`src/rtl/bf_pkg.sv`:
```
// Shared definitions for the brainfuck core data side: default widths,
// data-port FSM states and the opcode byte values the core decodes.
package bf_pkg;

    localparam int BF_ADDR_W = 12;
    localparam int BF_DATA_W = 8;

    typedef enum logic [1:0] {
        IDLE   = 2'd0,
        RD_RAM = 2'd1,
        RD_RX  = 2'd2,
        DONE   = 2'd3
    } bf_port_state_t;

    // Source-program opcode bytes (ASCII)
    localparam logic [7:0] OP_INC_PTR = 8'h3E;
    localparam logic [7:0] OP_DEC_PTR = 8'h3C;
    localparam logic [7:0] OP_INC     = 8'h2B;
    localparam logic [7:0] OP_DEC     = 8'h2D;
    localparam logic [7:0] OP_OUT     = 8'h2E;
    localparam logic [7:0] OP_IN      = 8'h2C;
    localparam logic [7:0] OP_JZ      = 8'h5B;
    localparam logic [7:0] OP_JNZ     = 8'h5D;

endpackage

```
`src/rtl/bf_sync_fifo.sv`:
```
// Single-clock FIFO with wrap-bit pointers and a combinational head view.
// full/empty derive only from the registered pointers.
module bf_sync_fifo #(
    parameter int WIDTH = 8,
    parameter int DEPTH = 16
) (
    input  logic             clk,
    input  logic             rst,
    input  logic             clr,
    input  logic             push,
    input  logic [WIDTH-1:0] push_data,
    input  logic             pop,
    output logic             full,
    output logic             empty,
    output logic [WIDTH-1:0] head
);
    localparam int AW = $clog2(DEPTH);
    localparam int PW = AW + 1;

    logic [WIDTH-1:0] mem [DEPTH];
    logic [PW-1:0]    wr_ptr_reg;
    logic [PW-1:0]    rd_ptr_reg;
    logic             do_push;
    logic             do_pop;

    assign empty   = (wr_ptr_reg == rd_ptr_reg);
    assign full    = (wr_ptr_reg[AW-1:0] == rd_ptr_reg[AW-1:0]) &&
                     (wr_ptr_reg[AW] != rd_ptr_reg[AW]);
    assign head    = mem[rd_ptr_reg[AW-1:0]];
    assign do_push = push & ~full;
    assign do_pop  = pop & ~empty;

    always_ff @(posedge clk) begin
        if (do_push) begin
            mem[wr_ptr_reg[AW-1:0]] <= push_data;
        end
    end

    always_ff @(posedge clk or negedge rst) begin
        if (!rst) begin
            wr_ptr_reg <= '0;
            rd_ptr_reg <= '0;
        end else if (clr) begin
            wr_ptr_reg <= '0;
            rd_ptr_reg <= '0;
        end else begin
            if (do_push) wr_ptr_reg <= wr_ptr_reg + PW'(1);
            if (do_pop)  rd_ptr_reg <= rd_ptr_reg + PW'(1);
        end
    end

endmodule

```
`src/rtl/bf_data_port.sv`:
```
// Data-side server for the brainfuck core: RAM (sel=0) or byte I/O (sel=1).
// Define BF_ECHO_EN to copy every RX byte read by the core into the TX stream.
module bf_data_port
    import bf_pkg::*;
#(
    parameter int ADDR_W   = BF_ADDR_W,
    parameter int DATA_W   = BF_DATA_W,
    parameter int RX_DEPTH = 16,
    parameter int TX_DEPTH = 16
) (
    input  logic              clk,
    input  logic              rst,
    input  logic              s_rst,
    input  logic [ADDR_W-1:0] dp_adr,
    input  logic [DATA_W-1:0] data_out,
    input  logic              data_w_req,
    input  logic              data_w_sel,
    output logic              data_w_wait,
    input  logic              data_r_req,
    input  logic              data_r_sel,
    output logic [DATA_W-1:0] data_in,
    output logic              data_den,
    output logic [ADDR_W-1:0] ram_adr,
    output logic [DATA_W-1:0] ram_wdata,
    output logic              ram_we,
    output logic              ram_re,
    input  logic [DATA_W-1:0] ram_rdata,
    input  logic [DATA_W-1:0] rx_data,
    input  logic              rx_valid,
    output logic              rx_ready,
    output logic [DATA_W-1:0] tx_data,
    output logic              tx_valid,
    input  logic              tx_ready
);
    bf_port_state_t    state_reg, state_next;
    logic [DATA_W-1:0] data_in_reg, data_in_next;
    logic              data_den_reg, data_den_next;

    logic              rx_full, rx_empty, rx_take, rx_can_pop;
    logic [DATA_W-1:0] rx_head;
    logic              tx_full, tx_empty, tx_push;
    logic [DATA_W-1:0] tx_push_data;
    logic              ram_wr, tx_wr_req;

    assign ram_wr      = data_w_req & ~data_w_sel & ~s_rst;
    assign tx_wr_req   = data_w_req & data_w_sel & ~s_rst;
    assign data_w_wait = tx_wr_req & tx_full;

    assign ram_we    = ram_wr;
    assign ram_wdata = ram_wr ? data_out : '0;
    assign ram_adr   = (ram_wr | ram_re) ? dp_adr : '0;

    assign rx_take = (state_reg == RD_RX) & ~rx_empty & rx_can_pop & ~s_rst;

`ifdef BF_ECHO_EN
    // The echo shares the TX push port, so a pop waits for TX space.
    assign rx_can_pop   = ~tx_full & ~tx_wr_req;
    assign tx_push      = (tx_wr_req & ~tx_full) | rx_take;
    assign tx_push_data = rx_take ? rx_head : data_out;
`else
    assign rx_can_pop   = 1'b1;
    assign tx_push      = tx_wr_req & ~tx_full;
    assign tx_push_data = data_out;
`endif

    always_comb begin
        state_next    = state_reg;
        data_in_next  = data_in_reg;
        data_den_next = 1'b0;
        ram_re        = 1'b0;
        case (state_reg)
            IDLE: begin
                if (data_r_req && !s_rst) begin
                    if (data_r_sel) begin
                        state_next = RD_RX;
                    end else if (!ram_wr) begin
                        ram_re     = 1'b1;
                        state_next = RD_RAM;
                    end
                end
            end
            RD_RAM: begin
                data_in_next  = ram_rdata;
                data_den_next = 1'b1;
                state_next    = DONE;
            end
            RD_RX: begin
                if (rx_take) begin
                    data_in_next  = rx_head;
                    data_den_next = 1'b1;
                    state_next    = DONE;
                end
            end
            default: state_next = IDLE;
        endcase
    end

    always_ff @(posedge clk or negedge rst) begin
        if (!rst) begin
            state_reg    <= IDLE;
            data_in_reg  <= '0;
            data_den_reg <= 1'b0;
        end else if (s_rst) begin
            state_reg    <= IDLE;
            data_in_reg  <= '0;
            data_den_reg <= 1'b0;
        end else begin
            state_reg    <= state_next;
            data_in_reg  <= data_in_next;
            data_den_reg <= data_den_next;
        end
    end

    assign data_in  = data_in_reg;
    assign data_den = data_den_reg;

    assign rx_ready = ~rx_full;
    assign tx_valid = ~tx_empty;

    bf_sync_fifo #(.WIDTH(DATA_W), .DEPTH(RX_DEPTH)) u_rx_fifo (
        .clk       (clk),
        .rst       (rst),
        .clr       (s_rst),
        .push      (rx_valid),
        .push_data (rx_data),
        .pop       (rx_take),
        .full      (rx_full),
        .empty     (rx_empty),
        .head      (rx_head)
    );

    bf_sync_fifo #(.WIDTH(DATA_W), .DEPTH(TX_DEPTH)) u_tx_fifo (
        .clk       (clk),
        .rst       (rst),
        .clr       (s_rst),
        .push      (tx_push),
        .push_data (tx_push_data),
        .pop       (tx_ready),
        .full      (tx_full),
        .empty     (tx_empty),
        .head      (tx_data)
    );

endmodule

```
`config.mk`:
```
export PLATFORM = sky130hd
export DESIGN_NAME = bf_data_port
export DESIGN_NICKNAME = d
export VERILOG_FILES = /design/src/rtl/bf_pkg.sv /design/src/rtl/bf_sync_fifo.sv /design/src/rtl/bf_data_port.sv
export SDC_FILE = /design/constraint.sdc
export NUM_CORES = 1
export LEC_CHECK = 0
export CAP_MARGIN = 20
export CORE_MARGIN = 2
export CORE_UTILIZATION = 35
export DETAILED_ROUTE_END_ITERATION = 8
export SYNTH_ARGS = -nofsm -noshare
export SYNTH_HDL_FRONTEND = slang
export SYNTH_SLANG_ARGS = --single-unit
export TNS_END_PERCENT = 50
```
`constraint.sdc`:
```
create_clock -name clk -period 3.52 [get_ports clk]
set_clock_uncertainty 0.15 [all_clocks]
set_input_delay 1.056 -clock clk [delete_from_list [all_inputs] [get_ports clk]]
set_output_delay 1.056 -clock clk [all_outputs]
set_load 0.01 [all_outputs]
```
==> reports/qor.yml, run 1 <==
ys_seq_area_share_pct: 70.4
io_pins: 87
cp-end-kind: "output port"
fin_nets: 912
numPortBuffers: 86
gr-usage-all-layers_pct: 14.6
hold_path_class: "reg2reg"
period_needed_ns: 3.53
die_x_um: 189
fin_tns_setup_ns: -0.00903
die_area_um2: 35800
crit_arrival_ns: 2.32
hold_ws_ns: 0.333
cts_made_buffers: 30
vias: 6586
synth-edff-count: 256
synth-seq-cells: 287
ys.flop_type: "edfxtp_1"
initial_utilization_pct: 35.7
p_int_mw: 6.09
p_per_area_nw_per_um2: 542
grt_pass1_vias: 6638
crit_path_end: "tx_data[6]"
synthCells: 692
path_max_fanout: 10
r2r_end: "data_in[1]"
p_sw_mw: 1.95
slew_violations: 0
multi_input_area_um2: 3390
power.leakage_nw: 5.03
reg2reg_slack_ns: 0.78
hold_viol: 0
pwr-share-comb_pct: 15.9
seq_area_um2: 8470
setup_viol: 1
seq_power_share_pct: 47.9
vias_per_cell: 4.97
drt_iter0_drc: 444
hpwl_um: 16900
worst_setup_path_start_kind: "flip-flop"
overflow: 0
die_h_um: 189
max_slew.worst_pin.slew_ns: 0.882
ant_nets: 0
violations: "negative setup slack"
outcome: "complete, but fails checks"
regToRegStartpoint: "u_rx_fifo.rd_ptr_reg[0]"
area_growth_pct: 23.4
rsz0062_at_grt: "true"
slew-limit-headroom_pct: 41.2
path_clk_slew_ns: 0.06
yosysUniqueCellTypes: 51
syn-num-nets: 751
drt_drc_violations_left: 0
root_buffer: "clkbuf_16"
fmax_ghz: 0.283
cp.required_ns: 2.31
cts.sinks: 287
syn-mean-instance-area_um2: 17.4
drtPass1Iterations: 4
startpoint: "u_tx_fifo.rd_ptr_reg[0]"
final_util_pct: 44.0
p_total_mw: 8.04
clk_latency_ns: 0.54
num_rows: 67
switching_share_pct: 24.3
wire_per_inst_um: 19.8
wl_um: 26300
fin_crit_sh_pct: 100
gp_congestion: 0.754
h-tree-depth: 1
setup_ws_ns: -0.00903
grt_pass1_wl_um: 40300
cap_viol_max_count: 0
cts_tree: "built"
core_um2: 33700
drive_gt1_share_pct: 25.0
antenna_found_initial: 0
clk_path_buf_depth: 3
insertedDiodeCount: 0
reg2reg_depth: 5
peakVddDrop_mv: 0.449
synth_async_sr_flop_share_pct: 10.8
num-fill-cells: 2969
syn_area_um2: 12000
pwr-share-clk_pct: 36.2
crit_type: "reg2out"
yosys_warnings: 0
grt_max_degree: 48
layout by cell type, fill, tap and decap left out, types with 7 or more instances in the layout:
cell / instances
edfxtp_1: 256
buf_4: 72
mux4_2: 49
clkdlybuf4s50_1: 49
nor2_1: 45
mux2i_1: 36
clkbuf_16: 31
dfrtp_1: 26
nand2_1: 25
nor2b_1: 23
a21oi_1: 17
dlygate4sd2_1: 17
nor3_1: 15
ha_1: 14
buf_2: 14
xnor2_1: 13
xor2_1: 12
clkbuf_1: 12
inv_1: 10
and2_1: 9
nand3_1: 8
o211ai_1: 8
a211oi_2: 7
o31ai_1: 7
worst max-delay path: stages, from the launching register on:
cell and delay, ns:
dfrtp_2 0.38, buf_12 0.15, mux4_2 0.53, nor2b_1 0.15, a211oi_1 0.21, buf_4 0.15
a21oi_1 0.04, buf_2 0.16
layer usage:
layer  vias to the layer above  track usage [%]  share of wire, %
met5                         -                0                 0
met4                         0             3.91               2.6
li1                       3051                -                 -
met2                       129             24.8                50
met1                      3363             19.8                44
met3                        43             1.91               3.5
cells by family (layout without fill, tap and decap cells):
logic type / Yosys count / count (layout) / share of synthesized area [%]
simple gates: 152 / 152 / 6.50
buf+inv: 49 / 232 / 2.37
flops: 287 / 287 / 70.4
xor+xnor: 25 / 25 / 1.82
mux: 89 / 89 / 12.9
compound gates: 76 / 77 / 4.52
fa+ha+maj: 14 / 14 / 1.46
worst min-delay path by stage:
stage | from | endpoint | slack, ns | cells past startpoint
floorplan | data_in[1] | data_in[1] | 0.36 | 2
global placement | data_in[1] | data_in[1] | 0.31 | 2
detailed placement | data_in[1] | data_in[1] | 0.32 | 2
CTS | data_in[1] | data_in[1] | 0.34 | 2
global route | data_in[5] | data_in[5] | 0.36 | 2
finish | data_in[0] | data_in[0] | 0.33 | 2
power groups by stage:
stage	Combinational [mW]	Sequential [mW]	Clock (mW)
global placement	1.24	3.92	0
global route	1.39	3.86	3.11
CTS	1.29	3.86	2.98
finish	1.28	3.85	2.91
detailed placement	1.25	3.92	0
floorplan	0.750	3.93	0
per-stage QoR:
step / setup slack, ns / cells / area [um2]
final: -0.00903 / 1324 / 14800
after global routing: -0.0697 / 1324 / 14800
after CTS: -0.164 / 1319 / 14800
after detailed placement: -0.728 / 1257 / 13800
after global placement: -0.681 / 1257 / 13800
after floorplan: 0.215 / 692 / 12000
timing repair:
action | CTS | global route
cloned | 3 | 0
resized for setup | 109 | 7
endpoints found under the setup margin | 33 | 15
hold buffers | 0 | 0
pin swaps | 6 | 7
setup buffers | 4 | 5
cell type report:
class                   instances  share of cell area (%)
repair buffers                166                    9.86
clock inverters                10                   0.380
clock buffers                  45                    5.72
inverters                      11                   0.278
flip-flops and latches        287                    57.1
multi-input cells             357                    22.9
well taps                     448                    3.78
cells in the mapped netlist, types with 5 or more instances:
cell	n	area, um2
mux2i_1	36	360
mux4_2	49	1100
buf_2	10	50.1
dfrtp_1	31	776
a21oi_1	17	85.1
xor2_1	12	105
nand3_1	8	40.0
o211ai_1	8	60.1
a22o_1	5	43.8
ha_1	14	175
clkbuf_1	14	52.6
inv_1	11	41.3
nand2_1	25	93.8
xnor2_1	13	114
edfxtp_1	256	7690
buf_4	7	52.6
nor2_1	47	176
nor2b_1	24	150
a211oi_1	9	67.6
and2_1	9	56.3
nor3_1	15	75.1
o31ai_1	7	52.6
nand2b_1	5	31.3
Note: power is estimated with default switching activity, not from simulation.
==> run 2, diff against run 1 <==
--- a/config.mk
+++ b/config.mk
@@ -11,5 +11,6 @@
 export DETAILED_ROUTE_END_ITERATION = 8
 export SYNTH_ARGS = -nofsm -noshare
 export SYNTH_HDL_FRONTEND = slang
+export SYNTH_HIERARCHICAL = 1
 export SYNTH_SLANG_ARGS = --single-unit
 export TNS_END_PERCENT = 50
==> reports/qor.yml, run 2 <==
cp.required_ns: 2.31  # about the same
io_pins: 87  # unchanged
synth-seq-cells: 287  # unchanged
grt_pass1_vias: 6971  # was 6638
synthCells: 692  # unchanged
numPortBuffers: 86  # unchanged
hold_viol: 0  # unchanged
mostFrequentLayoutCells: "edfxtp_1 (256), buf_4 (68), clkdlybuf4s50_1 (49), mux2i_1 (44), mux4_2 (36)"  # was edfxtp_1 (256), buf_4 (72), mux4_2 (49), clkdlybuf4s50_1 (49), nor2_1 (45)
synth_async_sr_flop_share_pct: 10.8  # unchanged
cts-hold-fix-buffers: 0  # unchanged
num_rows: 68  # was 67
antenna_found_initial: 0  # unchanged
area_growth_pct: 25.7  # was 23.4%
crit_arrival_ns: 2.30  # was 2.32 ns
root_buffer: "clkbuf_16"  # unchanged
worstHoldEndpoint: "data_in[5]"  # was data_in[0]
p_total_mw: 7.69  # was 8.04 mW
cap_viol_max_count: 0  # unchanged
reg2reg_slack_ns: 0.44  # was 0.78 ns
gp_congestion: 0.748  # was 0.754
yosysUniqueCellTypes: 49  # was 51
fin_nets: 924  # was 912
vias: 6756  # was 6586
grt_max_degree: 52  # was 48
slew-limit-headroom_pct: 51.2  # was 41.2%
fmax_ghz: 0.285  # was 0.283 GHz
insertedDiodeCount: 0  # unchanged
min_from: "data_in[5]"  # was data_in[0]
gr-usage-all-layers_pct: 14.5  # was 14.6%
vias_per_cell: 5.03  # was 4.97
clk_path_buf_depth: 3  # unchanged
final_util_pct: 44.8  # was 44.0%
path_clk_slew_ns: 0.06  # about the same
yosysMostFrequentCell: "edfxtp_1"  # unchanged
fin_crit_sh_pct: 99.6  # was 100%
peakVddDrop_mv: 0.381  # was 0.449 mV
hpwl_um: 17400  # was 16900 um
worst_setup_path_start_kind: "flip-flop"  # unchanged
drt_drc_violations_left: 0  # unchanged
reg2reg_depth: 10  # was 5
ant_nets: 0  # unchanged
drtPass1Iterations: 4  # unchanged
slew_violations: 0  # unchanged
cts_made_buffers: 31  # was 30
synthTopCellsByArea: "edfxtp_1 (62%), mux4_2 (6.6%), dfrtp_1 (6.3%)"  # was edfxtp_1 (64%), mux4_2 (9.2%), dfrtp_1 (6.5%)
synth.largest_area_cell: "edfxtp_1"  # unchanged
ys.flop_type: "edfxtp_1"  # unchanged
ys_seq_area_share_pct: 68.6  # was 70.4%
drt_iter0_drc: 378  # was 444
syn_area_um2: 12300  # was 12000 um2
cts.sinks: 287  # unchanged
setup_viol: 0  # was 1
wire_per_inst_um: 19.9  # was 19.8 um
period_needed_ns: 3.51  # was 3.53 ns
power.leakage_nw: 5.50  # was 5.03 nW
rsz0062_at_grt: "true"  # unchanged
path_max_fanout: 7  # was 10
initial_utilization_pct: 35.6  # was 35.7%
synth_common_cells: "edfxtp_1 (256), mux2i_1 (44), mux4_2 (36)"  # was edfxtp_1 (256), mux4_2 (49), nor2_1 (47)
final_common_cell: "edfxtp_1"  # unchanged
hold_path_class: "reg2reg"  # unchanged
synth.top_cell.area_share_pct: 62.3  # was 63.9%
h-tree-depth: 1  # unchanged
overflow: 0  # unchanged
whs_path_depth: 1  # was 2
crit_type: "reg2out"  # unchanged
outcome: "complete, no violations"  # was complete, but fails checks
max_slew.worst_pin.slew_ns: 0.732  # was 0.882 ns
r2r_end: "u_tx_fifo/mem[9][7]"  # was data_in[1]
die_h_um: 192  # was 189 um
clk_latency_ns: 0.54  # about the same
drive_gt1_share_pct: 27.8  # was 25.0%
yosys_warnings: 6  # was 0
p_per_area_nw_per_um2: 496  # was 542 nW/um2
core_um2: 34600  # was 33700 um2
regToRegStartpoint: "u_tx_fifo/rd_ptr_reg[0]"  # was u_rx_fifo.rd_ptr_reg[0]
die_area_um2: 36800  # was 35800 um2
synth-edff-count: 256  # unchanged
grt_pass1_wl_um: 40900  # was 40300 um
cts_tree: "built"  # unchanged
cp-end-kind: "output port"  # unchanged
wl_um: 26700  # was 26300 um
syn-mean-instance-area_um2: 17.8  # was 17.4 um2
syn-num-nets: 751  # unchanged
die_x_um: 192  # was 189 um
-- run 2: how the worst max path moves through the flow --
stage                                  startpoint             endpoint  slack [ns]  depth (start not counted)
after floorplan                             s_rst  u_tx_fifo/mem[0][0]        0.16                          5
after global placement                 data_w_req         ram_wdata[4]       -0.37                          5
after detailed placement               data_w_req         ram_wdata[5]       -0.39                          5
after CTS                 u_tx_fifo/rd_ptr_reg[0]           tx_data[5]       -0.02                          6
after global routing      u_tx_fifo/rd_ptr_reg[0]          data_w_wait       -0.07                          6
final                     u_tx_fifo/rd_ptr_reg[0]          data_w_wait        0.01                          6
-- run 2: critical path, stage by stage (launching register included) --
cell and delay (ns):
dfrtp_2 0.50, buf_4 0.17, xor2_1 0.17, nor4_4 0.22, and2_4 0.21, and4b_1 0.19
dlygate4sd2_1 0.28
-- run 2: final cells by class --
class | instances | area [um2]
multi-input cells | 354 | 3790
inverters | 13 | 52.6
repair buffers | 178 | 1710
clock inverters | 19 | 118
clock buffers | 37 | 798
well taps | 455 | 569
fillers | 2986 | 19100
flip-flops and latches | 287 | 8470
-- run 2: logic make-up after synthesis --
family                     synth area share, %
AOI/OAI and AO/OA                         3.56
xor gates and xnor gates                 0.852
adders and majority gates                 1.42
buffers and inverters                     2.23
DFF                                       68.6
muxes                                     16.5
and+or+nand+nor                           6.87
-- run 2: through the flow --
| stage | cell area, um2 | setup TNS [ns] | instances | hold WS [ns] | setup slack (ns) |
|---|---|---|---|---|---|
| 2_1_floorplan | 12400 | 0 | 692 | 0.400 | 0.156 |
| 3_3_place_gp | 14400 | -9.31 | 1271 | 0.342 | -0.366 |
| 3_5_place_dp | 14400 | -7.76 | 1271 | 0.343 | -0.392 |
| 4_1_cts | 15400 | -0.0507 | 1339 | 0.356 | -0.0180 |
| 5_1_grt | 15500 | -0.208 | 1343 | 0.370 | -0.0740 |
| 6_report | 15500 | 0 | 1343 | 0.353 | 0.0126 |
-- run 2: power breakdown --
part	total, mW	internal, mW	switching [mW]
registers	3.83	3.79	0.0421
clock network	2.94	1.68	1.26
logic	0.924	0.480	0.443
total	7.69	5.94	1.75
-- run 2: routing by layer --
metal | up-vias | global-route usage (%) | wire length (um)
li1 | 3122 | - | -
met1 | 3475 | 19.6 | 11900
met2 | 117 | 24.8 | 13300
met3 | 42 | 1.94 | 1080
met4 | 0 | 3.11 | 490
met5 | - | 0 | 0
-- run 2: repair_timing --
action / in CTS / in global routing
endpoints found under the setup margin: 32 / 21
resized for setup: 93 / 34
setup buffers: 10 / 5
cloned: 2 / 0
pin swaps: 14 / 7
